## config.mk

```make
export PLATFORM = sky130hd
export DESIGN_NAME = ddr4_v2_2_20_r_unpacker_flat
export DESIGN_NICKNAME = d
export VERILOG_FILES = /design/src/rtl/ddr4_v2_2_20_r_unpacker_if.sv /design/src/rtl/ddr4_v2_2_20_r_unpacker.sv /design/src/flat_wrapper.sv
export SDC_FILE = /design/constraint.sdc
export NUM_CORES = 1
export LEC_CHECK = 0
export ABC_CLOCK_PERIOD_IN_PS = 6300
export BUFFER_PORTS_ARGS = -buffer_cell sky130_fd_sc_hd__buf_2
export CORE_ASPECT_RATIO = 1.75
export CORE_MARGIN = 1
export CORE_UTILIZATION = 50
export DETAILED_ROUTE_END_ITERATION = 10
export PLACE_DENSITY = 0.87
export SLEW_MARGIN = 20
export SYNTH_ARGS = -nofsm -noshare
export SYNTH_HDL_FRONTEND = slang
export SYNTH_SLANG_ARGS = --single-unit
```

## constraint.sdc

```tcl
create_clock -name ACLK -period 6.3 [get_ports ACLK]
set_input_delay 0.315 -clock ACLK [delete_from_list [all_inputs] [get_ports ACLK]]
set_output_delay 0.315 -clock ACLK [all_outputs]
set_load 0.05 [all_outputs]
```

## src/rtl/ddr4_v2_2_20_r_unpacker_if.sv

```systemverilog
// Read-channel bundle for the wide-to-narrow read unpacker: command,
// wide (memory-side) R beat, narrow (master-side) R beat and error flag.
interface ddr4_v2_2_20_r_unpacker_if #(
  parameter int C_S_DATA_WIDTH = 32,
  parameter int C_M_DATA_WIDTH = 128
);
  localparam int RATIO = C_M_DATA_WIDTH / C_S_DATA_WIDTH;
  localparam int OFF_W = $clog2(RATIO);

  logic                      CMD_VALID;
  logic                      CMD_READY;
  logic [OFF_W-1:0]          CMD_OFFSET;
  logic [7:0]                CMD_LEN;

  logic [C_M_DATA_WIDTH-1:0] M_RDATA;
  logic [1:0]                M_RRESP;
  logic                      M_RLAST;
  logic                      M_RVALID;
  logic                      M_RREADY;

  logic [C_S_DATA_WIDTH-1:0] S_RDATA;
  logic [1:0]                S_RRESP;
  logic                      S_RLAST;
  logic                      S_RVALID;
  logic                      S_RREADY;

  logic                      LAST_ERR;

  // Unpacker side
  modport slave (
    input  CMD_VALID, CMD_OFFSET, CMD_LEN,
    input  M_RDATA, M_RRESP, M_RLAST, M_RVALID,
    input  S_RREADY,
    output CMD_READY, M_RREADY,
    output S_RDATA, S_RRESP, S_RLAST, S_RVALID,
    output LAST_ERR
  );

  // Environment side (command source, memory, narrow master)
  modport master (
    output CMD_VALID, CMD_OFFSET, CMD_LEN,
    output M_RDATA, M_RRESP, M_RLAST, M_RVALID,
    output S_RREADY,
    input  CMD_READY, M_RREADY,
    input  S_RDATA, S_RRESP, S_RLAST, S_RVALID,
    input  LAST_ERR
  );
endinterface

```

## src/rtl/ddr4_v2_2_20_r_unpacker.sv

```systemverilog
// Wide-to-narrow read data unpacker. Accepts one burst command, pulls wide
// read beats one at a time and emits them as narrow lanes, starting at the
// commanded lane offset, until CMD_LEN+1 narrow beats have been delivered.
module ddr4_v2_2_20_r_unpacker #(
  parameter     C_FAMILY       = "virtex6",
  parameter int C_S_DATA_WIDTH = 32,
  parameter int C_M_DATA_WIDTH = 128
) (
  input  logic                     ACLK,
  input  logic                     ARESETN,
  ddr4_v2_2_20_r_unpacker_if.slave bus
);
  localparam int RATIO = C_M_DATA_WIDTH / C_S_DATA_WIDTH;
  localparam int OFF_W = $clog2(RATIO);
  localparam logic [OFF_W-1:0] LAST_LANE = OFF_W'(RATIO - 1);

  typedef enum logic [1:0] {
    IDLE  = 2'd0,
    LOAD  = 2'd1,
    DRAIN = 2'd2
  } state_t;

  state_t state, state_next;

  // Handshake outputs are registered copies of the state decode so that
  // they are glitch-free and held low throughout reset.
  logic cmd_ready, m_rready, s_rvalid;

  logic [OFF_W-1:0] lane, lane_next;
  logic [7:0]       len, len_next;
  logic [7:0]       beat_cnt, cnt_next;
  logic             last_err, err_next;
  logic             capture;

  logic [RATIO-1:0][C_S_DATA_WIDTH-1:0] hold_data;
  logic [1:0]                           hold_resp;
  logic                                 hold_last;

  logic       s_last, s_hs, m_hs, needs_more;
  logic [8:0] remaining, lanes_left;

  assign s_last = s_rvalid && (beat_cnt == len);
  assign s_hs   = s_rvalid && bus.S_RREADY;
  assign m_hs   = m_rready && bus.M_RVALID;

  // A wide beat flagged last is premature when the narrow beats still owed
  // exceed the lanes left in that beat from the current lane onward.
  assign remaining  = {1'b0, len} - {1'b0, beat_cnt};
  assign lanes_left = 9'(RATIO - 1) - {{(9-OFF_W){1'b0}}, lane};
  assign needs_more = remaining > lanes_left;

  assign bus.CMD_READY = cmd_ready;
  assign bus.M_RREADY  = m_rready;
  assign bus.S_RVALID  = s_rvalid;
  assign bus.S_RDATA   = s_rvalid ? hold_data[lane] : '0;
  assign bus.S_RRESP   = s_rvalid ? hold_resp : '0;
  assign bus.S_RLAST   = s_last;
  assign bus.LAST_ERR  = last_err;

  // Next-state, lane/count sequencing and error detection
  always_comb begin
    state_next = state;
    lane_next  = lane;
    len_next   = len;
    cnt_next   = beat_cnt;
    err_next   = 1'b0;
    capture    = 1'b0;
    unique case (state)
      IDLE: begin
        if (bus.CMD_VALID && cmd_ready) begin
          lane_next  = bus.CMD_OFFSET;
          len_next   = bus.CMD_LEN;
          cnt_next   = '0;
          state_next = LOAD;
        end
      end
      LOAD: begin
        if (m_hs) begin
          capture    = 1'b1;
          err_next   = bus.M_RLAST && needs_more;
          state_next = DRAIN;
        end
      end
      DRAIN: begin
        if (s_hs) begin
          cnt_next = beat_cnt + 8'd1;
          if (s_last) begin
            err_next   = !hold_last;
            state_next = IDLE;
          end else if (lane == LAST_LANE) begin
            lane_next  = '0;
            state_next = LOAD;
          end else begin
            lane_next = lane + 1'b1;
          end
        end
      end
      default: state_next = IDLE;
    endcase
  end

  // State register and registered handshake outputs
  always_ff @(posedge ACLK or negedge ARESETN) begin
    if (!ARESETN) begin
      state     <= IDLE;
      cmd_ready <= 1'b0;
      m_rready  <= 1'b0;
      s_rvalid  <= 1'b0;
    end else begin
      state     <= state_next;
      cmd_ready <= (state_next == IDLE);
      m_rready  <= (state_next == LOAD);
      s_rvalid  <= (state_next == DRAIN);
    end
  end

  // Burst bookkeeping and error pulse
  always_ff @(posedge ACLK or negedge ARESETN) begin
    if (!ARESETN) begin
      lane     <= '0;
      len      <= '0;
      beat_cnt <= '0;
      last_err <= 1'b0;
    end else begin
      lane     <= lane_next;
      len      <= len_next;
      beat_cnt <= cnt_next;
      last_err <= err_next;
    end
  end

  // Wide-beat holding register
  always_ff @(posedge ACLK) begin
    if (capture) begin
      hold_data <= bus.M_RDATA;
      hold_resp <= bus.M_RRESP;
      hold_last <= bus.M_RLAST;
    end
  end
endmodule

```

## src/flat_wrapper.sv

```systemverilog
// flat-port wrapper written by rule: the top's interface ports become plain ports
module ddr4_v2_2_20_r_unpacker_flat 
#(
  parameter     C_FAMILY       = "       ",
  parameter int C_S_DATA_WIDTH = 32,
  parameter int C_M_DATA_WIDTH = 128
)
  (ACLK, ARESETN, bus_CMD_VALID, bus_CMD_OFFSET, bus_CMD_LEN, bus_M_RDATA, bus_M_RRESP, bus_M_RLAST, bus_M_RVALID, bus_S_RREADY, bus_CMD_READY, bus_M_RREADY, bus_S_RDATA, bus_S_RRESP, bus_S_RLAST, bus_S_RVALID, bus_LAST_ERR);
  ddr4_v2_2_20_r_unpacker_if #(.C_S_DATA_WIDTH(C_S_DATA_WIDTH), .C_M_DATA_WIDTH(C_M_DATA_WIDTH)) bus_i ();
  input  logic ACLK;
  input  logic ARESETN;
  input wire logic [$bits(bus_i.CMD_VALID)-1:0] bus_CMD_VALID;
  input wire logic [$bits(bus_i.CMD_OFFSET)-1:0] bus_CMD_OFFSET;
  input wire logic [$bits(bus_i.CMD_LEN)-1:0] bus_CMD_LEN;
  input wire logic [$bits(bus_i.M_RDATA)-1:0] bus_M_RDATA;
  input wire logic [$bits(bus_i.M_RRESP)-1:0] bus_M_RRESP;
  input wire logic [$bits(bus_i.M_RLAST)-1:0] bus_M_RLAST;
  input wire logic [$bits(bus_i.M_RVALID)-1:0] bus_M_RVALID;
  input wire logic [$bits(bus_i.S_RREADY)-1:0] bus_S_RREADY;
  output wire logic [$bits(bus_i.CMD_READY)-1:0] bus_CMD_READY;
  output wire logic [$bits(bus_i.M_RREADY)-1:0] bus_M_RREADY;
  output wire logic [$bits(bus_i.S_RDATA)-1:0] bus_S_RDATA;
  output wire logic [$bits(bus_i.S_RRESP)-1:0] bus_S_RRESP;
  output wire logic [$bits(bus_i.S_RLAST)-1:0] bus_S_RLAST;
  output wire logic [$bits(bus_i.S_RVALID)-1:0] bus_S_RVALID;
  output wire logic [$bits(bus_i.LAST_ERR)-1:0] bus_LAST_ERR;
  assign bus_i.CMD_VALID = bus_CMD_VALID;
  assign bus_i.CMD_OFFSET = bus_CMD_OFFSET;
  assign bus_i.CMD_LEN = bus_CMD_LEN;
  assign bus_i.M_RDATA = bus_M_RDATA;
  assign bus_i.M_RRESP = bus_M_RRESP;
  assign bus_i.M_RLAST = bus_M_RLAST;
  assign bus_i.M_RVALID = bus_M_RVALID;
  assign bus_i.S_RREADY = bus_S_RREADY;
  assign bus_CMD_READY = bus_i.CMD_READY;
  assign bus_M_RREADY = bus_i.M_RREADY;
  assign bus_S_RDATA = bus_i.S_RDATA;
  assign bus_S_RRESP = bus_i.S_RRESP;
  assign bus_S_RLAST = bus_i.S_RLAST;
  assign bus_S_RVALID = bus_i.S_RVALID;
  assign bus_LAST_ERR = bus_i.LAST_ERR;
  ddr4_v2_2_20_r_unpacker #(.C_FAMILY(C_FAMILY), .C_S_DATA_WIDTH(C_S_DATA_WIDTH), .C_M_DATA_WIDTH(C_M_DATA_WIDTH)) u_core (.ACLK(ACLK), .ARESETN(ARESETN), .bus(bus_i));
endmodule
```

==> results.toml, run 1 <==
[critical_path]
critical_path_class = "reg -> reg"
reg2reg_to = "u_core.hold_data[21]"
ff2ff_path_depth = 4
rrSetupSlack_ns = 3.64
crit_path_max_fanout = 82
crit_path_end_kind = "register"
start_kind = "register"
r2r-start = "u_core.state[1]"
startpoint = "u_core.state[1]"
cp_data_required_time_ns = 6.33
cp.arrival_ns = 2.69

[floorplanning]
coreArea_um2 = 12600
dieHeight_um = 153
start_util_pct = 51.7
ios = 185
die_area_um2 = 13500
rows = 54
die_x_um = 88.4

[cells_and_area]
drive_above_1_share_pct = 46.0
final_cell_mix = "184 x buf_2, 131 x edfxtp_1, 35 x and2_1"
final_common_cell = "buf_2"
num-fill-cells = 925
synthToLayoutAreaGrowth_pct = 25.5
utilization_pct = 64.9
fin_nets = 737

[sta]
slew_viol_final = 0
fin_crit_ns = 2.66
finalHoldViolCount = 0
rsz0062_at_grt = "no"
setup_tns_ns = 0
fmax_mhz = 376
fin_skew_ns = 0.0130
worst_pin_slew_ns = 0.973
slew_headroom_pct = 35.1
finalCritPeriodShare_pct = 42.2
setup_viol = 0

[outcome]
outcome = "complete, no violations"

[clock_tree]
cts.repair.resized = 0
cts.sinks = 155
cts.clk_slew.worst_paths_ns = 0.06
cts_buffers = 17
clockBufferDepth = 2
cts_tree = "yes"
clock_latency_ns = 0.41
post_cts_buffers = 0
htreeDepth = 4
clockRootBuffer = "clkbuf_16"

[route]
drtIter0Drc = 190
vias = 4048
drt_wl_total_um = 14000
wl_per_cell_um = 18.6
viasPerCell = 5.36
dr.pass1.iters = 5
drc = 0
ant_nets = 0

[yosys]
yosysSeqAreaShare_pct = 69.4
synthAdderAreaFrac_pct = 3.56
synth_top_flop_cell = "edfxtp_1"
synth_compound_area_share_pct = 3.85
netlist_area_um2 = 6540
synth_mux_area_share_pct = 12.6
post_synth_num_cell_types = 44
synth-xor-area-share_pct = 1.07
async_reset_ff_share_pct = 15.5
avgSynthCellArea_um2 = 17.2
synthSimpleGateAreaFrac_pct = 7.72
synth-seq-cells = 155
ys_warn_count = 0
synth_edf_count = 131
synth_nets = 544
synth_cells = 380
synth_top_family_by_area = "multiplexers"

[pwr]
irDropWorstVdd_v = 0.000238
p_leak_nw = 3.27
powerDensity_nw_per_um2 = 375

[placement]
portBuffers = 184
dp_hpwl_um = 10100
gp_congestion = 0.813

[global_routing]
grt_max_degree = 83
grt_usage_pct = 22.0
grt_pass1_vias = 4536
grt_antenna_before_repair = 3
grt_overflow_total = 0
grt_pass1_wl_um = 21500

[hold_path]
hold_depth = 1
worstHoldStart = "bus_M_RDATA[17]"
hold_end = "u_core.hold_data[17]"
hold_class = "in -> reg"

[run]
maxCapViolCount = 0
## metrics by stage
step,worst slack [ns],instances,power [W],hold slack [ns],instance area [µm²]
floorplan,1.58,380,0.00194,0.0194,6540
global placement,3.76,721,0.00211,0.326,7630
detailed placement,3.64,721,0.00214,0.339,7630
CTS,3.61,753,0.00309,0.0535,8200
global route,3.47,754,0.00322,0.0562,8200
finish,3.64,755,0.00307,0.0765,8200
## critical path, cell delays in order, from the launching register on
cell and delay [ns]:
dfrtp_1 0.41, inv_1 0.10, ha_1 0.19, and3_4 0.64
buf_4 0.87
## how the worst max path moves through the flow
stage / endpoint / slack (ns)
2_1_floorplan: u_core.bus.CMD_READY / 1.58
3_3_place_gp: u_core.hold_data[102] / 3.76
3_5_place_dp: u_core.hold_data[19] / 3.64
4_1_cts: bus_S_RDATA[5] / 3.61
5_1_grt: u_core.hold_data[3] / 3.47
6_report: u_core.hold_data[21] / 3.64
## power breakdown
part | switching, W | internal (W) | leakage (nW)
clock | 0.000428 | 0.000519 | 0.265
sequential | 0.0000876 | 0.00120 | 1.49
combinational | 0.000431 | 0.000404 | 1.52
total | 0.000947 | 0.00213 | 3.27
## registers in the layout, indices dropped and copies added (netlist names)
signal / flops
u_core.beat_cnt: 8
u_core.hold_data: 128
u_core.bus.CMD_READY: 1
u_core.lane: 2
u_core.bus.M_RREADY: 1
u_core.state: 2
u_core.bus.S_RVALID: 1
u_core.hold_last: 1
u_core.bus.LAST_ERR: 1
u_core.hold_resp: 2
u_core.len: 8
## metal layers
layer	share of wire [%]	track usage, %
met1	34	21.4
met2	56	39.6
met3	5.2	4.64
met4	4.8	15.1
met5	0.086	0
## layout make-up
type	count	area [µm²]	share of cell area (%)
flip-flops and latches	155	4540	55.3
multi-input cells	196	1880	23.0
repair buffers	188	953	11.6
clock buffers	17	425	5.19
well taps	168	210	2.56
clock inverters	14	129	1.57
inverters	15	56.3	0.687
diodes	2	5.00	0.0610
## synthesized netlist by cell type (2+ instances only)
library cell | count | area share (%)
a21oi_1 | 10 | 0.77
and2_1 | 35 | 3.4
and3_1 | 4 | 0.38
nor2_1 | 14 | 0.80
dfrtp_1 | 24 | 9.2
ha_1 | 17 | 3.3
a22o_1 | 2 | 0.27
mux4_2 | 32 | 11
nand4_1 | 4 | 0.38
nor2b_1 | 2 | 0.19
nand2b_1 | 3 | 0.29
o21ai_0 | 7 | 0.54
a21o_1 | 2 | 0.23
xnor2_1 | 7 | 0.94
o22ai_1 | 2 | 0.19
or2_2 | 2 | 0.19
edfxtp_1 | 131 | 60
nand3_1 | 7 | 0.54
buf_2 | 7 | 0.54
mux2_2 | 8 | 1.4
inv_1 | 15 | 0.86
o21a_1 | 2 | 0.23
nand2_1 | 13 | 0.75
nor3_1 | 5 | 0.38
clkbuf_1 | 6 | 0.34
## cells by family (layout without fill, tap and decap cells)
logic type                 after synthesis  in the layout
AOI/OAI and AO/OA                       37             37
and+or+nand+nor                         92             92
xor gates and xnor gates                 8              8
other                                    0              2
muxes                                   41             41
buffers and inverters                   29            234
adders and majority gates               18             18
DFF                                    155            155
## repair_timing
action                                  in CTS  in global routing
endpoints found under the setup margin       0                  0
hold buffers                                 1                  0
endpoints found under the hold margin       24                  0
No activity file was read; power rests on OpenSTA's default activity.
==> run 2, diff against run 1 <==
ABC_CLOCK_PERIOD_IN_PS = 2100   (was 6300)
CORE_UTILIZATION = 47   (was 50)
PLACE_DENSITY = 0.86   (was 0.87)
clock period = 2.1 ns   (was 6.3 ns; I/O delays follow)
==> run 2 against run 1 <==
The run now ends with negative setup slack left. Combinational power grew to 4.2 times the previous value. Via count grew 19%. Clock power grew to 3.2 times the previous value. Non-clock buffer count grew 167. Critical path depth grew 6. Critical endpoint is now u_core.bus.LAST_ERR. Highest routed layer is now met4.
==> results.toml, run 2 (synthesis results as in run 1) <==
[outcome]
outcome = "complete, but fails checks"
violations = "negative setup slack"

[route]
drtIter0Drc = 232
ant_nets = 0
drt_wl_total_um = 18700
vias = 4829
viasPerCell = 5.21
drc = 0
wl_per_cell_um = 20.2
dr.pass1.iters = 4

[sta]
finalHoldViolCount = 0
rsz0062_at_grt = "yes"
fin_skew_ns = 0.0109
slew_headroom_pct = 61.5
fmax_mhz = 438
setup_viol = 1
whs_ns = 0.0641
fin_crit_ns = 2.28
finalCritPeriodShare_pct = 109
slew_viol_final = 0
worst_slack_ns = -0.182
worst_pin_slew_ns = 0.578

[global_routing]
grt_overflow_total = 0
grt_max_degree = 67
grt_pass1_vias = 5339
grt_antenna_before_repair = 0
grt_usage_pct = 26.0
grt_pass1_wl_um = 27400

[clock_tree]
clockRootBuffer = "clkbuf_16"
cts.clk_slew.worst_paths_ns = 0.06
htreeDepth = 4
cts.sinks = 155
cts_tree = "yes"
clock_latency_ns = 0.42
clockBufferDepth = 2
cts_buffers = 17

[cells_and_area]
final_common_cell = "buf_2"
antennaDiodeCount = 0
drive_above_1_share_pct = 40.4
fin_nets = 904
finalNonFillerCells = 927
synthToLayoutAreaGrowth_pct = 54.7
num-fill-cells = 835
largest_reg_flops = 128
final_cell_mix = "161 x buf_2, 141 x dlygate4sd3_1, 131 x edfxtp_1"
regMostFlops = "u_core.hold_data"
reg_top3 = "u_core.hold_data: 128 flops, u_core.beat_cnt: 8 flops, u_core.len: 8 flops"

[placement]
portBuffers = 184
dp_hpwl_um = 10800
place_inst = 746
gp_congestion = 0.886

[critical_path]
crit_path_max_fanout = 2
critPathSlowestCell = "fa_1"
crit_path_max_incr_delay_ns = 0.44
cp.arrival_ns = 2.55
cp_data_required_time_ns = 2.37
critical_path_class = "reg -> reg"
crit_chain = "inv_2 -> ha_1 -> inv_1 -> fa_1 -> ha_1 -> nor2b_1 -> o21ai_1 -> nand4_1 -> o41ai_2 -> o311ai_1"
worst_path_most_repeated_cell = "ha_1"
start_kind = "register"
crit_path_end_kind = "register"

[pwr]
p_leak_nw = 4.07
irDropWorstVdd_v = 0.000720
powerDensity_nw_per_um2 = 1020

[floorplanning]
start_util_pct = 48.6
ios = 185
coreArea_um2 = 13500
rows = 56
die_x_um = 91.1
die_area_um2 = 14400
dieHeight_um = 158

[run]
maxCapViolCount = 0

[hold_path]
hold_class = "in -> reg"
## run 2: changes by cell type in the layout (fill, tap and decap cells not counted), moves of 4 or more
cell	change
buf_12	+5
buf_2	-23
buf_4	+33
buf_6	+8
clkbuf_16	+4
clkinv_8	+6
dlygate4sd3_1	+140
## run 2: area by class of cell
cell class | count | area, µm² | share of cell area [%]
multi-input cells | 196 | 1920 | 19.0
repair buffers | 355 | 2780 | 27.5
inverters | 15 | 56.3 | 0.557
well taps | 174 | 218 | 2.15
flip-flops and latches | 155 | 4540 | 44.9
clock buffers | 17 | 425 | 4.21
clock inverters | 15 | 176 | 1.74
## run 2: per-stage QoR
stage	util (%)	total power (W)	setup TNS [ns]	setup WS, ns	cell area (µm²)
after floorplan	-	0.00584	-0.900	-0.256	6560
after global placement	58.4	0.00665	-0.172	-0.172	7850
after detailed placement	58.4	0.00673	-0.232	-0.209	7850
after CTS	73.4	0.00995	-0.169	-0.169	9880
after global routing	75.2	0.0108	-0.860	-0.306	10100
final	75.2	0.0103	-0.182	-0.182	10100
## run 2: worst paths after layout
| path | startpoint | endpoint | slack, ns | depth (start not counted) |
|---|---|---|---|---|
| max in group asynchronous | ARESETN | u_core.lane[1] | 1.44 | 2 |
| min in group asynchronous | ARESETN | u_core.len[7] | 0.23 | 2 |
| worst min-delay path | bus_CMD_OFFSET[0] | u_core.lane[0] | 0.06 | 3 |
| worst max-delay path | u_core.len[0] | u_core.bus.LAST_ERR | -0.18 | 10 |
| worst max register to register | u_core.len[0] | u_core.bus.LAST_ERR | -0.18 | 10 |
| worst min register to register | u_core.hold_last | u_core.bus.LAST_ERR | 0.49 | 1 |
## run 2: report_power, final
group          internal (W)  total, W  leakage (nW)  switching (W)
Clock               0.00160   0.00303         0.289        0.00143
Sequential          0.00361   0.00376          1.48       0.000150
Combinational       0.00186   0.00354          2.30        0.00168
## run 2: timing repair
item	in CTS	in global routing
endpoints found under the setup margin	3	25
setup buffers	0	4
gates cloned	0	4
hold buffers	141	0
pin swaps	2	1
endpoints found under the hold margin	164	0
resized for setup	4	55
## run 2: worst max-delay path, delay by kind of cell, from the launching register on
| family | cells | cell delay, ns |
|---|---|---|
| AOI/OAI and AO/OA | 3 | 0.56 |
| DFF | 1 | 0.38 |
| and+or+nand+nor | 2 | 0.24 |
| buffers and inverters | 2 | 0.11 |
| adders and majority gates | 3 | 0.86 |
## run 2: metal layers
layer / global-route usage (%) / vias up / routed length (µm) / share of wire, %
met1: 26.2 / 2386 / 6470 / 35
met4: 13.1 / 0 / 762 / 4.1
met2: 50.3 / 212 / 10700 / 57
met5: 0 / - / 0 / 0
li1: - / 2180 / - / -
met3: 4.80 / 51 / 805 / 4.3
